## src/rtl/fenwick_pkg.sv

```systemverilog
// Shared op codes, status codes and FSM states for the Fenwick MMIO initiator.
package fenwick_pkg;

    typedef enum logic [1:0] {
        OP_BUILD  = 2'b00,
        OP_QUERY  = 2'b01,
        OP_UPDATE = 2'b10,
        OP_NOP    = 2'b11
    } op_e;

    typedef enum logic [1:0] {
        ST_OK    = 2'b00,
        ST_FULL  = 2'b01,
        ST_RANGE = 2'b10,
        ST_BADOP = 2'b11
    } status_e;

    typedef enum logic [2:0] {
        IDLE,
        ISSUE,
        CAPTURE,
        READ,
        SAMPLE,
        RESP
    } state_e;

endpackage

```

## src/rtl/fenwick_req_check.sv

```systemverilog
// Combinational request validation; the first failing check determines the status.
module fenwick_req_check
    import fenwick_pkg::*;
#(
    parameter int ARR_SIZE = 100,
    parameter int IDX_W    = $clog2(ARR_SIZE) + 2,
    parameter int CNT_W    = $clog2(ARR_SIZE + 1)
) (
    input  op_e              op,
    input  logic [IDX_W-1:0] idx,
    input  logic [IDX_W-1:0] ql,
    input  logic [IDX_W-1:0] qr,
    input  logic [CNT_W-1:0] build_count,
    output status_e          status
);

    localparam logic [IDX_W-1:0] LIMIT_IDX = IDX_W'(ARR_SIZE);
    localparam logic [CNT_W-1:0] LIMIT_CNT = CNT_W'(ARR_SIZE);

    always_comb begin
        // NOTE: assign a default before any branch so no path leaves status unassigned (no latch).
        status = ST_OK;
        if (op == OP_NOP)
            status = ST_BADOP;
        else if (op == OP_BUILD && build_count == LIMIT_CNT)
            status = ST_FULL;
        else if (op == OP_UPDATE && idx >= LIMIT_IDX)
            status = ST_RANGE;
        else if (op == OP_QUERY && (qr >= LIMIT_IDX || ql > qr))
            status = ST_RANGE;
    end

endmodule

```

## src/rtl/fenwick_mmio_initiator.sv

```systemverilog
// Requester for the Fenwick SoC register interface: validates requests, sequences
// the SoC pins, captures query sums through an MMIO result register, returns responses.
module fenwick_mmio_initiator
    import fenwick_pkg::*;
#(
    parameter int DATA_W   = 32,
    parameter int ARR_SIZE = 100,
    parameter int IDX_W    = $clog2(ARR_SIZE) + 2
) (
    input  logic              clk,
    input  logic              rst,
    input  logic              req_valid,
    output logic              req_ready,
    input  logic [1:0]        req_op,
    input  logic [IDX_W-1:0]  req_idx,
    input  logic [IDX_W-1:0]  req_ql,
    input  logic [IDX_W-1:0]  req_qr,
    input  logic [DATA_W-1:0] req_value,
    input  logic [1:0]        req_slot,
    output logic              resp_valid,
    input  logic              resp_ready,
    output logic [1:0]        resp_status,
    output logic [DATA_W-1:0] resp_data,
    output logic [1:0]        soc_cmd,
    output logic [IDX_W-1:0]  soc_uindex,
    output logic [IDX_W-1:0]  soc_ql,
    output logic [IDX_W-1:0]  soc_qr,
    output logic [DATA_W-1:0] soc_uvalue,
    output logic [DATA_W-1:0] soc_ivalue,
    output logic              soc_wen,
    output logic [1:0]        soc_addr,
    input  logic [DATA_W-1:0] soc_out
);

    localparam int CNT_W = $clog2(ARR_SIZE + 1);

    state_e           state;
    op_e              op_q;
    op_e              req_op_e;
    logic [1:0]       slot_q;
    logic [CNT_W-1:0] build_count;
    status_e          chk_status;

    assign req_op_e = op_e'(req_op);

    fenwick_req_check #(
        .ARR_SIZE (ARR_SIZE),
        .IDX_W    (IDX_W),
        .CNT_W    (CNT_W)
    ) u_check (
        .op          (req_op_e),
        .idx         (req_idx),
        .ql          (req_ql),
        .qr          (req_qr),
        .build_count (build_count),
        .status      (chk_status)
    );

    // NOTE: every register here updates with <= so all state moves together on the edge.
    always_ff @(posedge clk) begin
        if (rst) begin
            state       <= IDLE;
            op_q        <= OP_NOP;
            slot_q      <= 2'b00;
            build_count <= '0;
            req_ready   <= 1'b1;
            resp_valid  <= 1'b0;
            resp_status <= ST_OK;
            resp_data   <= '0;
            soc_cmd     <= OP_NOP;
            soc_wen     <= 1'b0;
            soc_addr    <= 2'b00;
            soc_uindex  <= '0;
            soc_ql      <= '0;
            soc_qr      <= '0;
            soc_uvalue  <= '0;
            soc_ivalue  <= '0;
        end else begin
            // The SoC sees a real command only in the single ISSUE cycle.
            soc_cmd <= OP_NOP;
            soc_wen <= 1'b0;
            case (state)
                IDLE: begin
                    if (req_valid && req_ready) begin
                        req_ready <= 1'b0;
                        op_q      <= req_op_e;
                        slot_q    <= req_slot;
                        if (chk_status != ST_OK) begin
                            resp_valid  <= 1'b1;
                            resp_status <= chk_status;
                            resp_data   <= '0;
                            state       <= RESP;
                        end else begin
                            soc_cmd <= req_op;
                            case (req_op_e)
                                OP_BUILD: soc_ivalue <= req_value;
                                OP_UPDATE: begin
                                    soc_uindex <= req_idx;
                                    soc_uvalue <= req_value;
                                end
                                OP_QUERY: begin
                                    soc_ql <= req_ql;
                                    soc_qr <= req_qr;
                                end
                                default: ;
                            endcase
                            state <= ISSUE;
                        end
                    end
                end
                ISSUE: begin
                    if (op_q == OP_QUERY) begin
                        soc_wen  <= 1'b1;
                        soc_addr <= slot_q;
                        state    <= CAPTURE;
                    end else begin
                        if (op_q == OP_BUILD)
                            build_count <= build_count + 1'b1;
                        resp_valid  <= 1'b1;
                        resp_status <= ST_OK;
                        resp_data   <= '0;
                        state       <= RESP;
                    end
                end
                CAPTURE: state <= READ;
                READ:    state <= SAMPLE;
                SAMPLE: begin
                    resp_valid  <= 1'b1;
                    resp_status <= ST_OK;
                    resp_data   <= soc_out;
                    state       <= RESP;
                end
                RESP: begin
                    if (resp_ready) begin
                        resp_valid <= 1'b0;
                        req_ready  <= 1'b1;
                        state      <= IDLE;
                    end
                end
                default: state <= IDLE;
            endcase
        end
    end

endmodule

```

## config.mk

```make
export PLATFORM = sky130hd
export DESIGN_NAME = fenwick_mmio_initiator
export DESIGN_NICKNAME = d
export VERILOG_FILES = /design/src/rtl/fenwick_pkg.sv /design/src/rtl/fenwick_req_check.sv /design/src/rtl/fenwick_mmio_initiator.sv
export SDC_FILE = /design/constraint.sdc
export NUM_CORES = 1
export LEC_CHECK = 0
export CAP_MARGIN = 15
export CORE_MARGIN = 4
export CORE_UTILIZATION = 43
export DETAILED_ROUTE_END_ITERATION = 10
export PLACE_DENSITY = 0.91
export SYNTH_ARGS = -nofsm -noshare
export SYNTH_HDL_FRONTEND = slang
export SYNTH_HIERARCHICAL = 1
export SYNTH_SLANG_ARGS = --single-unit
```

## constraint.sdc

```tcl
create_clock -name clk -period 3.55 [get_ports clk]
set_clock_uncertainty 0.2 [all_clocks]
set_input_delay 0.71 -clock clk [delete_from_list [all_inputs] [get_ports clk]]
set_output_delay 0.71 -clock clk [all_outputs]
set_load 0.05 [all_outputs]
```

==> results of run 1 <==
## state kept, by name, indices dropped and copies added, names as in the netlist, 3 cells and up
signal and count:
build_count 7, resp_data 32, soc_ivalue 32, soc_ql 9, soc_qr 9, soc_uindex 9, soc_uvalue 32, state 3
## per-stage QoR
stage	area, um2	setup WS, ns
floorplan	5502	0.3504
global placement	8054	-0.1062
detailed placement	8054	-0.1984
CTS	8666	0.2144
global route	8693	0.04967
finish	8693	0.2359
## final cells by class
cell class              count  area [um2]  share of cell area, %
inverters                  12       45.04                 0.5181
multi-input cells         399        2369                  27.25
clock buffers              19       452.9                  5.210
clock inverters            13       158.9                  1.828
well taps                 172       215.2                  2.476
repair buffers            250        2530                  29.10
flip-flops and latches    146        2923                  33.62
## power by group through the flow
| stage | registers [mW] | clock network, mW | logic [mW] |
|---|---|---|---|
| floorplan | 2.08 | 0 | 0.315 |
| global placement | 1.85 | 0 | 0.906 |
| detailed placement | 1.85 | 0 | 0.914 |
| CTS | 1.82 | 1.86 | 0.920 |
| global route | 1.84 | 1.93 | 0.973 |
| finish | 1.82 | 1.83 | 0.918 |
## critical path, cell delays in order
cell and delay [ns]:
sky130_fd_sc_hd__clkdlybuf4s50_1 0.47, sky130_fd_sc_hd__inv_1 0.06, sky130_fd_sc_hd__ha_1 0.29, sky130_fd_sc_hd__a21o_1 0.16, sky130_fd_sc_hd__a21o_1 0.18, sky130_fd_sc_hd__a2111oi_2 0.36, sky130_fd_sc_hd__o211ai_1 0.17, sky130_fd_sc_hd__nor3_1 0.20
sky130_fd_sc_hd__buf_4 0.15, sky130_fd_sc_hd__and4_4 0.28, sky130_fd_sc_hd__buf_12 0.17, sky130_fd_sc_hd__nand2_1 0.07, sky130_fd_sc_hd__a21oi_1 0.17
## cells by family (layout without fill, tap and decap cells)
| logic type | after synthesis | after routing |
|---|---|---|
| muxes | 38 | 38 |
| buffers and inverters | 51 | 294 |
| adders and majority gates | 10 | 10 |
| and+or+nand+nor | 219 | 219 |
| AOI/OAI and AO/OA | 126 | 126 |
| DFF | 146 | 146 |
| xor gates and xnor gates | 6 | 6 |
## layer usage
layer	global-route usage, %	up-vias	share of wire (%)
met5	0	-	0
met3	8.392	38	10
met4	11.33	0	3.2
met1	26.38	2353	40
li1	-	2506	-
met2	36.61	257	47
## final timing paths
kind / cells past startpoint / slack [ns] / endpoint / from
setup reg to reg: 9 / 1.14 / soc_ivalue[26]$_SDFFE_PP0P_ / build_count[1]$_SDFFE_PP0P_
hold / removal: 2 / 0.25 / soc_uvalue[14]$_SDFFE_PP0P_ / soc_uvalue[14]$_SDFFE_PP0P_
hold reg to reg: 2 / 0.25 / soc_uvalue[14]$_SDFFE_PP0P_ / soc_uvalue[14]$_SDFFE_PP0P_
setup / recovery: 13 / 0.24 / soc_uindex[4]$_SDFFE_PP0P_ / req_qr[2]
## cell usage in the layout, fill, tap and decap left out, drive strengths merged, types with 2 or more instances in the layout
master / Yosys / final
clkdlybuf4s50: 0 / 229
dfxtp: 146 / 146
nand2: 128 / 128
a21oi: 68 / 68
nor2: 49 / 49
mux2i: 38 / 38
a22o: 32 / 32
clkbuf: 22 / 20
buf: 17 / 20
inv: 12 / 13
nor3: 11 / 11
ha: 10 / 10
o21ai: 7 / 7
xnor2: 6 / 6
clkinv: 0 / 6
nand4: 4 / 4
nand2b: 4 / 4
nand3: 4 / 4
o211ai: 3 / 3
nand3b: 3 / 3
o41ai: 3 / 3
clkinvlp: 0 / 3
bufinv: 0 / 3
and2: 2 / 2
nor2b: 2 / 2
nor3b: 2 / 2
a311oi: 2 / 2
or4: 2 / 2
o31ai: 2 / 2
a21o: 2 / 2
and4: 2 / 2
==> impl_metrics.prom, run 1 <==
# TYPE chip_impl_metric gauge
chip_impl_metric{name="layout_worst_path_cycle_share",unit="%"} 93.36
chip_impl_metric{name="netlist_instances",unit=""} 596
chip_impl_info{name="synth_largest_area_cell",value="sky130_fd_sc_hd__dfxtp_1"} 1
chip_impl_metric{name="timing.final.setup_violations",unit=""} 0
chip_impl_metric{name="dp_hpwl",unit="um"} 11790
chip_impl_info{name="category_of_the_worst_setup_path_launch_point",value="input pin"} 1
chip_impl_metric{name="clk_pin_slew_worst_paths",unit="ns"} 0.06
chip_impl_metric{name="totalPowerFinal",unit="mW"} 4.562
chip_impl_info{name="status",value="completed"} 1
chip_impl_metric{name="die_area",unit="um2"} 14670
chip_impl_metric{name="drtIter0Drc",unit=""} 344
chip_impl_metric{name="finalSetupTns",unit="ns"} 0
chip_impl_metric{name="cts_inserted_buffers",unit=""} 17
chip_impl_metric{name="clock_sinks",unit=""} 146
chip_impl_metric{name="fmax",unit="GHz"} 0.3017
chip_impl_metric{name="final_layout_size_suffix_gt1_share",unit="%"} 7.747
chip_impl_metric{name="p_int",unit="mW"} 3.259
chip_impl_metric{name="routed-via-count",unit=""} 5154
chip_impl_metric{name="final_util",unit="%"} 69.17
chip_impl_metric{name="multiplexer_area_fraction_after_synthesis",unit="%"} 6.914
chip_impl_metric{name="synth_area_per_cell",unit="um2"} 9.231
chip_impl_metric{name="gp_congestion",unit=""} 0.8154
chip_impl_metric{name="core_area",unit="um2"} 12570
chip_impl_metric{name="routed_wirelength",unit="um"} 16920
chip_impl_metric{name="cts_max_level",unit=""} 4
chip_impl_metric{name="synth-warning-count",unit=""} 6
chip_impl_metric{name="maximum_number_of_pins_on_one_net_before_global_route_repair",unit=""} 63
chip_impl_info{name="synth.top_cells.by_area",value="sky130_fd_sc_hd__dfxtp_1, sky130_fd_sc_hd__nand2_1, sky130_fd_sc_hd__mux2i_1, sky130_fd_sc_hd__a21oi_1, sky130_fd_sc_hd__a22o_1"} 1
chip_impl_metric{name="dpl.cell_count",unit=""} 978
chip_impl_metric{name="antenna_cells_inserted",unit=""} 0
chip_impl_metric{name="netlist-cell-type-count",unit=""} 42
chip_impl_info{name="dominant_combinational_cell_family_by_area_after_synthesis",value="simple AND/OR/NAND/NOR gates"} 1
chip_impl_metric{name="die_height",unit="um"} 121.1
chip_impl_metric{name="finalHoldViolCount",unit=""} 0
chip_impl_metric{name="row_count",unit=""} 41
chip_impl_metric{name="grt_overflow_total",unit=""} 0
chip_impl_info{name="synth_commonest_cells",value="sky130_fd_sc_hd__dfxtp_1, sky130_fd_sc_hd__nand2_1, sky130_fd_sc_hd__a21oi_1"} 1
chip_impl_metric{name="postSynthRegisterBits",unit=""} 146
chip_impl_metric{name="cp_max_fo",unit=""} 21
chip_impl_metric{name="share_seq_of_total_power",unit="%"} 39.9
chip_impl_metric{name="slew_headroom",unit="%"} 59.21
chip_impl_metric{name="fillers",unit=""} 915
chip_impl_metric{name="cts_hold_buf",unit=""} 0
chip_impl_metric{name="clk_path_buf_depth",unit=""} 2
chip_impl_metric{name="number_of_vias_per_cell",unit=""} 5.098
chip_impl_metric{name="count_of_final_max_slew_check_failures",unit=""} 0
chip_impl_metric{name="final_period_minus_worst_setup_slack",unit="ns"} 3.314
chip_impl_metric{name="area_share_of_and_or_nand_nor_cells_after_synthesis",unit="%"} 17.72
chip_impl_info{name="cts_root_buf",value="sky130_fd_sc_hd__clkbuf_16"} 1
chip_impl_metric{name="timing.hold.ws",unit="ns"} 0.2513
chip_impl_metric{name="worst_ep_required_time",unit="ns"} 3.69
chip_impl_metric{name="final-instance-count-excl-fill",unit=""} 1011
chip_impl_metric{name="post_cts_buffers",unit=""} 0
chip_impl_info{name="critical_path.endpoint_type",value="register"} 1
chip_impl_metric{name="drt_drc_violations_left",unit=""} 0
chip_impl_info{name="grt_setup_unrepaired",value="false"} 1
chip_impl_metric{name="max-cap-violations",unit=""} 0
chip_impl_metric{name="synth_seq_area_share",unit="%"} 53.13
chip_impl_info{name="critical_path_class",value="in -> reg"} 1
chip_impl_metric{name="timing_worst_slew_pin_value",unit="ns"} 0.6118
chip_impl_metric{name="wl_per_cell",unit="um"} 16.73
chip_impl_metric{name="buffers_on_ports",unit=""} 230
chip_impl_metric{name="area_growth_syn_to_layout",unit="%"} 58.02
chip_impl_metric{name="dieWidth",unit="um"} 121.1
chip_impl_metric{name="clock_latency",unit="ns"} 0.42
chip_impl_metric{name="synthDominantCellAreaShare",unit="%"} 53.13
chip_impl_metric{name="synth_xor_area_share",unit="%"} 0.9552
chip_impl_metric{name="async_reset_ff_share",unit="%"} 0
chip_impl_metric{name="layout_nets",unit=""} 935
chip_impl_metric{name="ir_worst_vdd",unit="mV"} 0.3240
chip_impl_info{name="tritoncts",value="done"} 1
chip_impl_metric{name="switching_power",unit="mW"} 1.304
chip_impl_info{name="yosys_most_used_dff",value="sky130_fd_sc_hd__dfxtp_1"} 1
chip_impl_metric{name="switching_share",unit="%"} 28.57
chip_impl_metric{name="syn-num-nets",unit=""} 705
chip_impl_metric{name="pwr-share-comb",unit="%"} 20.1
chip_impl_metric{name="timing.critical_path.arrival",unit="ns"} 3.45
chip_impl_info{name="synthMostInstantiatedCell",value="sky130_fd_sc_hd__dfxtp_1"} 1
chip_impl_metric{name="detail-route-antenna-nets",unit=""} 0
chip_impl_metric{name="cellLeakagePower",unit="nW"} 3.388
chip_impl_metric{name="pre_antenna_drt_iters",unit=""} 4
chip_impl_metric{name="post_synth_fa_ha_maj_area_fraction",unit="%"} 2.274
chip_impl_metric{name="post_synth_instance_area",unit="um2"} 5502
chip_impl_metric{name="antenna_found_initial",unit=""} 0
chip_impl_metric{name="num_io_pins",unit=""} 231
chip_impl_info{name="hp_class",value="reg -> reg"} 1
chip_impl_metric{name="power_density",unit="nW/um2"} 524.8
chip_impl_metric{name="clock_power_share",unit="%"} 40.0
chip_impl_metric{name="floorplan.initialDensity",unit="%"} 43.77
chip_impl_metric{name="number_of_global_route_vias_before_repair",unit=""} 5076
chip_impl_metric{name="grt_pass1_wl",unit="um"} 25850
chip_impl_metric{name="track_usage",unit="%"} 22.66
chip_impl_metric{name="synth-edff-count",unit=""} 0
chip_impl_metric{name="cts.repair.resized",unit=""} 0
chip_impl_metric{name="synth_compound_area_share",unit="%"} 14.83
(Power assumes the default switching activity.)
==> run 2, diff against run 1 <==
Settings changed: CORE_MARGIN 4 to not set.
==> impl_metrics.prom, run 2 (synthesis gave the netlist of run 1 again) <==
# TYPE chip_impl_metric gauge
chip_impl_metric{name="grt_pass1_wl",unit="um"} 25050
chip_impl_metric{name="finalSetupTns",unit="ns"} 0
chip_impl_info{name="hp_class",value="reg -> reg"} 1
chip_impl_metric{name="worst-r2r-setup-slack",unit="ns"} 0.94
chip_impl_metric{name="share_seq_of_total_power",unit="%"} 39.0
chip_impl_metric{name="maximum_number_of_pins_on_one_net_before_global_route_repair",unit=""} 69
chip_impl_metric{name="buffers_on_ports",unit=""} 230
chip_impl_metric{name="p_int",unit="mW"} 3.324
chip_impl_metric{name="layout_worst_path_cycle_share",unit="%"} 95.63
chip_impl_info{name="cts_root_buf",value="sky130_fd_sc_hd__clkbuf_16"} 1
chip_impl_metric{name="drt_drc_violations_left",unit=""} 0
chip_impl_metric{name="antenna_found_initial",unit=""} 0
chip_impl_metric{name="timing.final.setup_violations",unit=""} 0
chip_impl_metric{name="dieWidth",unit="um"} 115.1
chip_impl_metric{name="ir_worst_vdd",unit="mV"} 0.3438
chip_impl_metric{name="detail-route-antenna-nets",unit=""} 0
chip_impl_metric{name="cp_max_fo",unit=""} 32
chip_impl_metric{name="grt_overflow_total",unit=""} 0
chip_impl_metric{name="clock_power_share",unit="%"} 41.2
chip_impl_metric{name="core_area",unit="um2"} 12260
chip_impl_metric{name="final_period_minus_worst_setup_slack",unit="ns"} 3.395
chip_impl_metric{name="pre_antenna_drt_iters",unit=""} 4
chip_impl_info{name="category_of_the_worst_setup_path_launch_point",value="input pin"} 1
chip_impl_metric{name="pwr-share-comb",unit="%"} 19.8
chip_impl_metric{name="antenna_cells_inserted",unit=""} 0
chip_impl_metric{name="timing.critical_path.arrival",unit="ns"} 3.55
chip_impl_metric{name="slew_headroom",unit="%"} 51.61
chip_impl_metric{name="switching_power",unit="mW"} 1.344
chip_impl_info{name="tritoncts",value="done"} 1
chip_impl_metric{name="power_density",unit="nW/um2"} 536.8
chip_impl_metric{name="placement.setup.worst_slack",unit="ns"} -0.2522
chip_impl_info{name="layout_common_cells",value="sky130_fd_sc_hd__clkdlybuf4s50_1, sky130_fd_sc_hd__dfxtp_1, sky130_fd_sc_hd__nand2_1"} 1
chip_impl_metric{name="clock_sinks",unit=""} 146
chip_impl_metric{name="routed-via-count",unit=""} 5130
chip_impl_metric{name="fmax",unit="GHz"} 0.2946
chip_impl_metric{name="clock_latency",unit="ns"} 0.41
chip_impl_metric{name="switching_share",unit="%"} 28.80
chip_impl_info{name="critical_path.endpoint_type",value="register"} 1
chip_impl_metric{name="number_of_vias_per_cell",unit=""} 5.099
chip_impl_metric{name="cts_inserted_buffers",unit=""} 17
chip_impl_metric{name="layout_nets",unit=""} 934
chip_impl_metric{name="final_critical_path_setup_slack",unit="ns"} 0.1551
chip_impl_metric{name="timing_worst_slew_pin_value",unit="ns"} 0.7258
chip_impl_metric{name="clk_pin_slew_worst_paths",unit="ns"} 0.06
chip_impl_metric{name="worst_ep_required_time",unit="ns"} 3.71
chip_impl_metric{name="dp_hpwl",unit="um"} 11220
chip_impl_info{name="final_common_cell",value="sky130_fd_sc_hd__clkdlybuf4s50_1"} 1
chip_impl_metric{name="area_growth_syn_to_layout",unit="%"} 58.06
chip_impl_metric{name="routed_wirelength",unit="um"} 16210
chip_impl_metric{name="final_layout_size_suffix_gt1_share",unit="%"} 7.637
chip_impl_metric{name="row_count",unit=""} 40
chip_impl_info{name="status",value="completed"} 1
chip_impl_metric{name="die_height",unit="um"} 115.1
chip_impl_info{name="grt_setup_unrepaired",value="false"} 1
chip_impl_metric{name="cts_max_level",unit=""} 4
chip_impl_info{name="largest_registers_ranked_by_flip_flop_count",value="resp_data (32), soc_ivalue (32), soc_uvalue (32)"} 1
chip_impl_metric{name="track_usage",unit="%"} 24.73
chip_impl_metric{name="max-cap-violations",unit=""} 0
chip_impl_metric{name="clk_path_buf_depth",unit=""} 2
chip_impl_metric{name="num_io_pins",unit=""} 231
chip_impl_metric{name="wl_per_cell",unit="um"} 16.11
chip_impl_metric{name="count_of_final_max_slew_check_failures",unit=""} 0
chip_impl_metric{name="drtIter0Drc",unit=""} 370
chip_impl_metric{name="number_of_global_route_vias_before_repair",unit=""} 5111
chip_impl_metric{name="floorplan.initialDensity",unit="%"} 44.87
chip_impl_metric{name="finalHoldViolCount",unit=""} 0
chip_impl_metric{name="die_area",unit="um2"} 13250
chip_impl_metric{name="gp_congestion",unit=""} 0.8435
chip_impl_metric{name="cellLeakagePower",unit="nW"} 3.387
chip_impl_info{name="critical_path_class",value="in -> reg"} 1
==> run 2: layout make-up <==
class	count	area [um2]
Clock buffer	18	439.2
Multi-Input combinational cell	399	2371
Sequential cell	146	2923
Inverter	12	45.04
Fill cell	860	3566
Timing Repair Buffer	249	2505
Clock inverter	14	202.7
Tap cell	168	210.2
==> run 2: layer usage <==
layer / wire (um) / global-route usage, % / up-vias
li1: - / - / 2506
met1: 6481 / 26.66 / 2379
met2: 8034 / 43.65 / 215
met3: 1336 / 8.224 / 30
met4: 353 / 11.77 / 0
met5: 0 / 0 / -
==> run 2: critical path, stage by stage <==
cell,delay (ns)
sky130_fd_sc_hd__clkdlybuf4s50_1,0.49
sky130_fd_sc_hd__inv_1,0.07
sky130_fd_sc_hd__ha_1,0.30
sky130_fd_sc_hd__a21o_1,0.16
sky130_fd_sc_hd__a21o_1,0.18
sky130_fd_sc_hd__a2111oi_2,0.35
sky130_fd_sc_hd__o211ai_1,0.19
sky130_fd_sc_hd__buf_4,0.20
sky130_fd_sc_hd__o211ai_1,0.19
sky130_fd_sc_hd__a21oi_1,0.13
sky130_fd_sc_hd__a21oi_2,0.22
sky130_fd_sc_hd__buf_12,0.21
sky130_fd_sc_hd__a22o_1,0.16
==> run 2: what timing repair did <==
action | CTS | global route
hold buffers | 0 | 0
buffers inserted | 0 | 0
setup endpoints to repair | 0 | 4
gates resized for setup | 0 | 1
==> run 2: worst paths after layout <==
check	start	endpoint	cells past startpoint
setup / recovery	req_qr[2]	resp_data[16]$_SDFFE_PP0P_	13
hold / removal	soc_qr[1]$_SDFFE_PP0P_	soc_qr[1]$_SDFFE_PP0P_	2
setup reg to reg	build_count[1]$_SDFFE_PP0P_	resp_data[16]$_SDFFE_PP0P_	8
hold reg to reg	soc_qr[1]$_SDFFE_PP0P_	soc_qr[1]$_SDFFE_PP0P_	2
==> run 2: per-stage QoR <==
step	instances	utilization (%)	power, mW	area, um2	hold WS (ns)
6_report	1006	70.92	4.668	8696	0.2517
5_1_grt	1006	70.92	4.847	8696	0.2707
4_1_cts	1006	70.88	4.703	8691	0.2540
3_5_place_dp	974	65.64	2.769	8049	0.2453
3_3_place_gp	974	65.64	2.755	8049	0.2411
2_1_floorplan	596	-	2.393	5502	0.2596
==> run 2: power by group through the flow <==
stage                     sequential (mW)  combinational (mW)  clock (mW)
final                                1.82               0.923        1.92
after global routing                 1.83               0.978        2.03
after CTS                            1.82               0.926        1.96
after global placement               1.85               0.904           0
after floorplan                      2.08               0.315           0
after detailed placement             1.85               0.917           0
==> run 3, diff against run 2 <==
Settings changed: PLACE_DENSITY 0.91 to 0.9, SYNTH_HIERARCHICAL 1 to not set.
==> impl_metrics.prom, run 3 <==
# TYPE chip_impl_metric gauge
chip_impl_metric{name="fillers",unit=""} 952
chip_impl_metric{name="layout_worst_path_cycle_share",unit="%"} 84.21
chip_impl_metric{name="num_io_pins",unit=""} 231
chip_impl_metric{name="power_density",unit="nW/um2"} 484.3
chip_impl_metric{name="synth-warning-count",unit=""} 0
chip_impl_metric{name="count_of_final_max_slew_check_failures",unit=""} 0
chip_impl_metric{name="die_area",unit="um2"} 13600
chip_impl_metric{name="cts_max_level",unit=""} 4
chip_impl_metric{name="finalHoldViolCount",unit=""} 0
chip_impl_metric{name="totalPowerFinal",unit="mW"} 4.215
chip_impl_info{name="grt_setup_unrepaired",value="false"} 1
chip_impl_info{name="status",value="completed"} 1
chip_impl_info{name="critical_path.endpoint_type",value="register"} 1
chip_impl_metric{name="worstRegToRegCells",unit=""} 9
chip_impl_metric{name="antenna_cells_inserted",unit=""} 0
chip_impl_metric{name="clk_path_buf_depth",unit=""} 2
chip_impl_info{name="layout_common_cells",value="sky130_fd_sc_hd__clkdlybuf4s50_1, sky130_fd_sc_hd__nand2_1, sky130_fd_sc_hd__dfxtp_1"} 1
chip_impl_info{name="largest_registers_ranked_by_flip_flop_count",value="resp_data (32), soc_ivalue (32), soc_uvalue (32)"} 1
chip_impl_metric{name="netlist-cell-type-count",unit=""} 47
chip_impl_metric{name="drt_drc_violations_left",unit=""} 0
chip_impl_info{name="synthMostInstantiatedCell",value="sky130_fd_sc_hd__nand2_1"} 1
chip_impl_metric{name="final_critical_path_setup_slack",unit="ns"} 0.5605
chip_impl_info{name="worst_r2r_startpoint",value="build_count[0]$_SDFFE_PP0P_"} 1
chip_impl_metric{name="cts.repair.resized",unit=""} 0
chip_impl_metric{name="slew_headroom",unit="%"} 40.60
chip_impl_metric{name="layout_nets",unit=""} 971
chip_impl_metric{name="ir_worst_vdd",unit="mV"} 0.3734
chip_impl_info{name="yosys_most_used_dff",value="sky130_fd_sc_hd__dfxtp_1"} 1
chip_impl_metric{name="syn-num-nets",unit=""} 752
chip_impl_metric{name="detail-route-antenna-nets",unit=""} 0
chip_impl_info{name="final_common_cell",value="sky130_fd_sc_hd__clkdlybuf4s50_1"} 1
chip_impl_info{name="synth.top_cells.by_area",value="sky130_fd_sc_hd__dfxtp_1, sky130_fd_sc_hd__nand2_1, sky130_fd_sc_hd__a21oi_1, sky130_fd_sc_hd__a22o_1, sky130_fd_sc_hd__ha_1"} 1
chip_impl_metric{name="post_cts_buffers",unit=""} 0
chip_impl_metric{name="wl_per_cell",unit="um"} 16.54
chip_impl_info{name="regToRegEndpoint",value="resp_data[1]$_SDFFE_PP0P_"} 1
chip_impl_metric{name="timing.critical_path.arrival",unit="ns"} 3.10
chip_impl_metric{name="clock_latency",unit="ns"} 0.42
chip_impl_metric{name="floorplan.initialDensity",unit="%"} 44.41
chip_impl_metric{name="drtIter0Drc",unit=""} 335
chip_impl_metric{name="synth-edff-count",unit=""} 0
chip_impl_metric{name="timing.final.setup_violations",unit=""} 0
chip_impl_metric{name="post_synth_instance_area",unit="um2"} 5650
chip_impl_metric{name="synthDominantCellAreaShare",unit="%"} 51.73
chip_impl_metric{name="maximum_number_of_pins_on_one_net_before_global_route_repair",unit=""} 50
chip_impl_metric{name="postSynthRegisterBits",unit=""} 146
chip_impl_info{name="worst_setup_path_startpoint",value="req_op[1]"} 1
chip_impl_info{name="critical_path_class",value="in -> reg"} 1
chip_impl_metric{name="die_height",unit="um"} 116.6
chip_impl_metric{name="netlist_instances",unit=""} 642
chip_impl_metric{name="final_layout_size_suffix_gt1_share",unit="%"} 6.293
chip_impl_metric{name="area.sequential",unit="um2"} 2923
chip_impl_metric{name="fmax",unit="GHz"} 0.3345
chip_impl_metric{name="routed_wirelength",unit="um"} 17300
chip_impl_metric{name="synth_area_per_cell",unit="um2"} 8.801
chip_impl_metric{name="stdcell_area",unit="um2"} 8703
chip_impl_metric{name="finalSetupTns",unit="ns"} 0
chip_impl_metric{name="track_usage",unit="%"} 25.45
chip_impl_metric{name="synth_seq_area_share",unit="%"} 51.73
chip_impl_metric{name="cts_hold_buf",unit=""} 0
chip_impl_metric{name="buffers_on_ports",unit=""} 230
chip_impl_metric{name="clock_sinks",unit=""} 146
chip_impl_info{name="synth_commonest_cells",value="sky130_fd_sc_hd__nand2_1, sky130_fd_sc_hd__dfxtp_1, sky130_fd_sc_hd__a21oi_1"} 1
chip_impl_metric{name="final_period_minus_worst_setup_slack",unit="ns"} 2.990
chip_impl_metric{name="max-cap-violations",unit=""} 0
chip_impl_info{name="hp_class",value="reg -> reg"} 1
chip_impl_metric{name="routed-via-count",unit=""} 5446
chip_impl_metric{name="antenna_found_initial",unit=""} 0
chip_impl_info{name="worst_setup_path_endpoint",value="resp_data[1]$_SDFFE_PP0P_"} 1
chip_impl_metric{name="dp_hpwl",unit="um"} 11750
chip_impl_metric{name="area_growth_syn_to_layout",unit="%"} 54.03
chip_impl_metric{name="core_area",unit="um2"} 12720
chip_impl_metric{name="gp_congestion",unit=""} 0.8274
chip_impl_metric{name="timing_worst_slew_pin_value",unit="ns"} 0.8828
chip_impl_metric{name="number_of_global_route_vias_before_repair",unit=""} 5360
chip_impl_metric{name="row_count",unit=""} 41
chip_impl_metric{name="pre_antenna_drt_iters",unit=""} 4
chip_impl_info{name="tritoncts",value="done"} 1
chip_impl_info{name="cts_root_buf",value="sky130_fd_sc_hd__clkbuf_16"} 1
chip_impl_metric{name="multi_input_comb_area",unit="um2"} 2502
chip_impl_metric{name="worst-r2r-setup-slack",unit="ns"} 0.77
chip_impl_metric{name="cts_inserted_buffers",unit=""} 17
chip_impl_metric{name="clk_pin_slew_worst_paths",unit="ns"} 0.06
chip_impl_metric{name="number_of_vias_per_cell",unit=""} 5.207
chip_impl_metric{name="cellLeakagePower",unit="nW"} 3.139
chip_impl_info{name="synth_largest_area_cell",value="sky130_fd_sc_hd__dfxtp_1"} 1
chip_impl_metric{name="grt_overflow_total",unit=""} 0
chip_impl_metric{name="dieWidth",unit="um"} 116.6
chip_impl_metric{name="cp_max_fo",unit=""} 32
chip_impl_info{name="category_of_the_worst_setup_path_launch_point",value="input pin"} 1
chip_impl_metric{name="worst_ep_required_time",unit="ns"} 3.66
chip_impl_metric{name="placedInstanceArea",unit="um2"} 8112
chip_impl_metric{name="grt_pass1_wl",unit="um"} 26130
chip_impl_metric{name="placement.setup.worst_slack",unit="ns"} 0.1898
chip_impl_metric{name="async_reset_ff_share",unit="%"} 0
==> run 3: cell types whose count changed after synthesis, sizes merged, moves of 7 or more <==
cell / change
a21oi: +29
nand2: +29
mux2i: -25
nor2: -25
nand2b: +18
clkbuf: +9
or4: +7
==> run 3: critical path, stage by stage <==
cell and delay, ns:
sky130_fd_sc_hd__clkdlybuf4s50_1 0.44, sky130_fd_sc_hd__nand3b_1 0.18, sky130_fd_sc_hd__o41ai_1 0.32, sky130_fd_sc_hd__a2bb2oi_2 0.58, sky130_fd_sc_hd__nor2b_4 0.34, sky130_fd_sc_hd__nor4_4 0.07, sky130_fd_sc_hd__buf_12 0.18, sky130_fd_sc_hd__a22o_1 0.26
==> run 3: final cells by class <==
type	instances	share of cell area [%]
Sequential cell	146	33.58
Timing Repair Buffer	243	27.83
Multi-Input combinational cell	440	28.75
Clock buffer	19	5.089
Clock inverter	13	1.711
Inverter	13	0.5607
Tap cell	172	2.473
==> run 3: report_power, final <==
part	internal, mW	switching [mW]
Clock	1.07	0.727
Sequential	1.70	0.0429
Combinational	0.282	0.399
Total	3.05	1.17
==> run 3: cells by family after synthesis <==
family	Yosys count	synth area share [%]
AO/OA/AOI/OAI	158	17.45
buffers and inverters	56	4.318
multiplexers	13	2.303
XOR/XNOR	6	0.9302
adder cells (fa/ha/maj)	11	2.436
AND/OR/NAND/NOR	252	20.84
flip-flops	146	51.73
==> run 3: worst min path at each step <==
stage	start	end	slack [ns]	depth (start not counted)
6_report	soc_ivalue[10]$_SDFFE_PP0P_	soc_ivalue[10]$_SDFFE_PP0P_	0.25	2
5_1_grt	soc_uvalue[26]$_SDFFE_PP0P_	soc_uvalue[26]$_SDFFE_PP0P_	0.27	2
4_1_cts	soc_uvalue[11]$_SDFFE_PP0P_	soc_uvalue[11]$_SDFFE_PP0P_	0.25	2
3_5_place_dp	soc_uvalue[11]$_SDFFE_PP0P_	soc_uvalue[11]$_SDFFE_PP0P_	0.25	2
3_3_place_gp	soc_uvalue[19]$_SDFFE_PP0P_	soc_uvalue[19]$_SDFFE_PP0P_	0.24	2
2_1_floorplan	slot_q[0]$_SDFFE_PP0P_	slot_q[0]$_SDFFE_PP0P_	0.24	2
==> run 3: through the flow <==
step | hold slack, ns | cells | util, %
after floorplan | 0.2357 | 642 | -
after global placement | 0.2401 | 1014 | 63.76
after detailed placement | 0.2453 | 1014 | 63.76
after CTS | 0.2544 | 1046 | 68.41
after global routing | 0.2697 | 1046 | 68.41
final | 0.2524 | 1046 | 68.41
==> run 3: layer usage <==
| metal | routed length (um) | vias up | track usage (%) |
|---|---|---|---|
| met5 | 0 | - | 0 |
| met4 | 459 | 0 | 11.65 |
| met3 | 1707 | 31 | 10.02 |
| met2 | 8568 | 214 | 45.21 |
| met1 | 6562 | 2560 | 26.39 |
| li1 | - | 2641 | - |
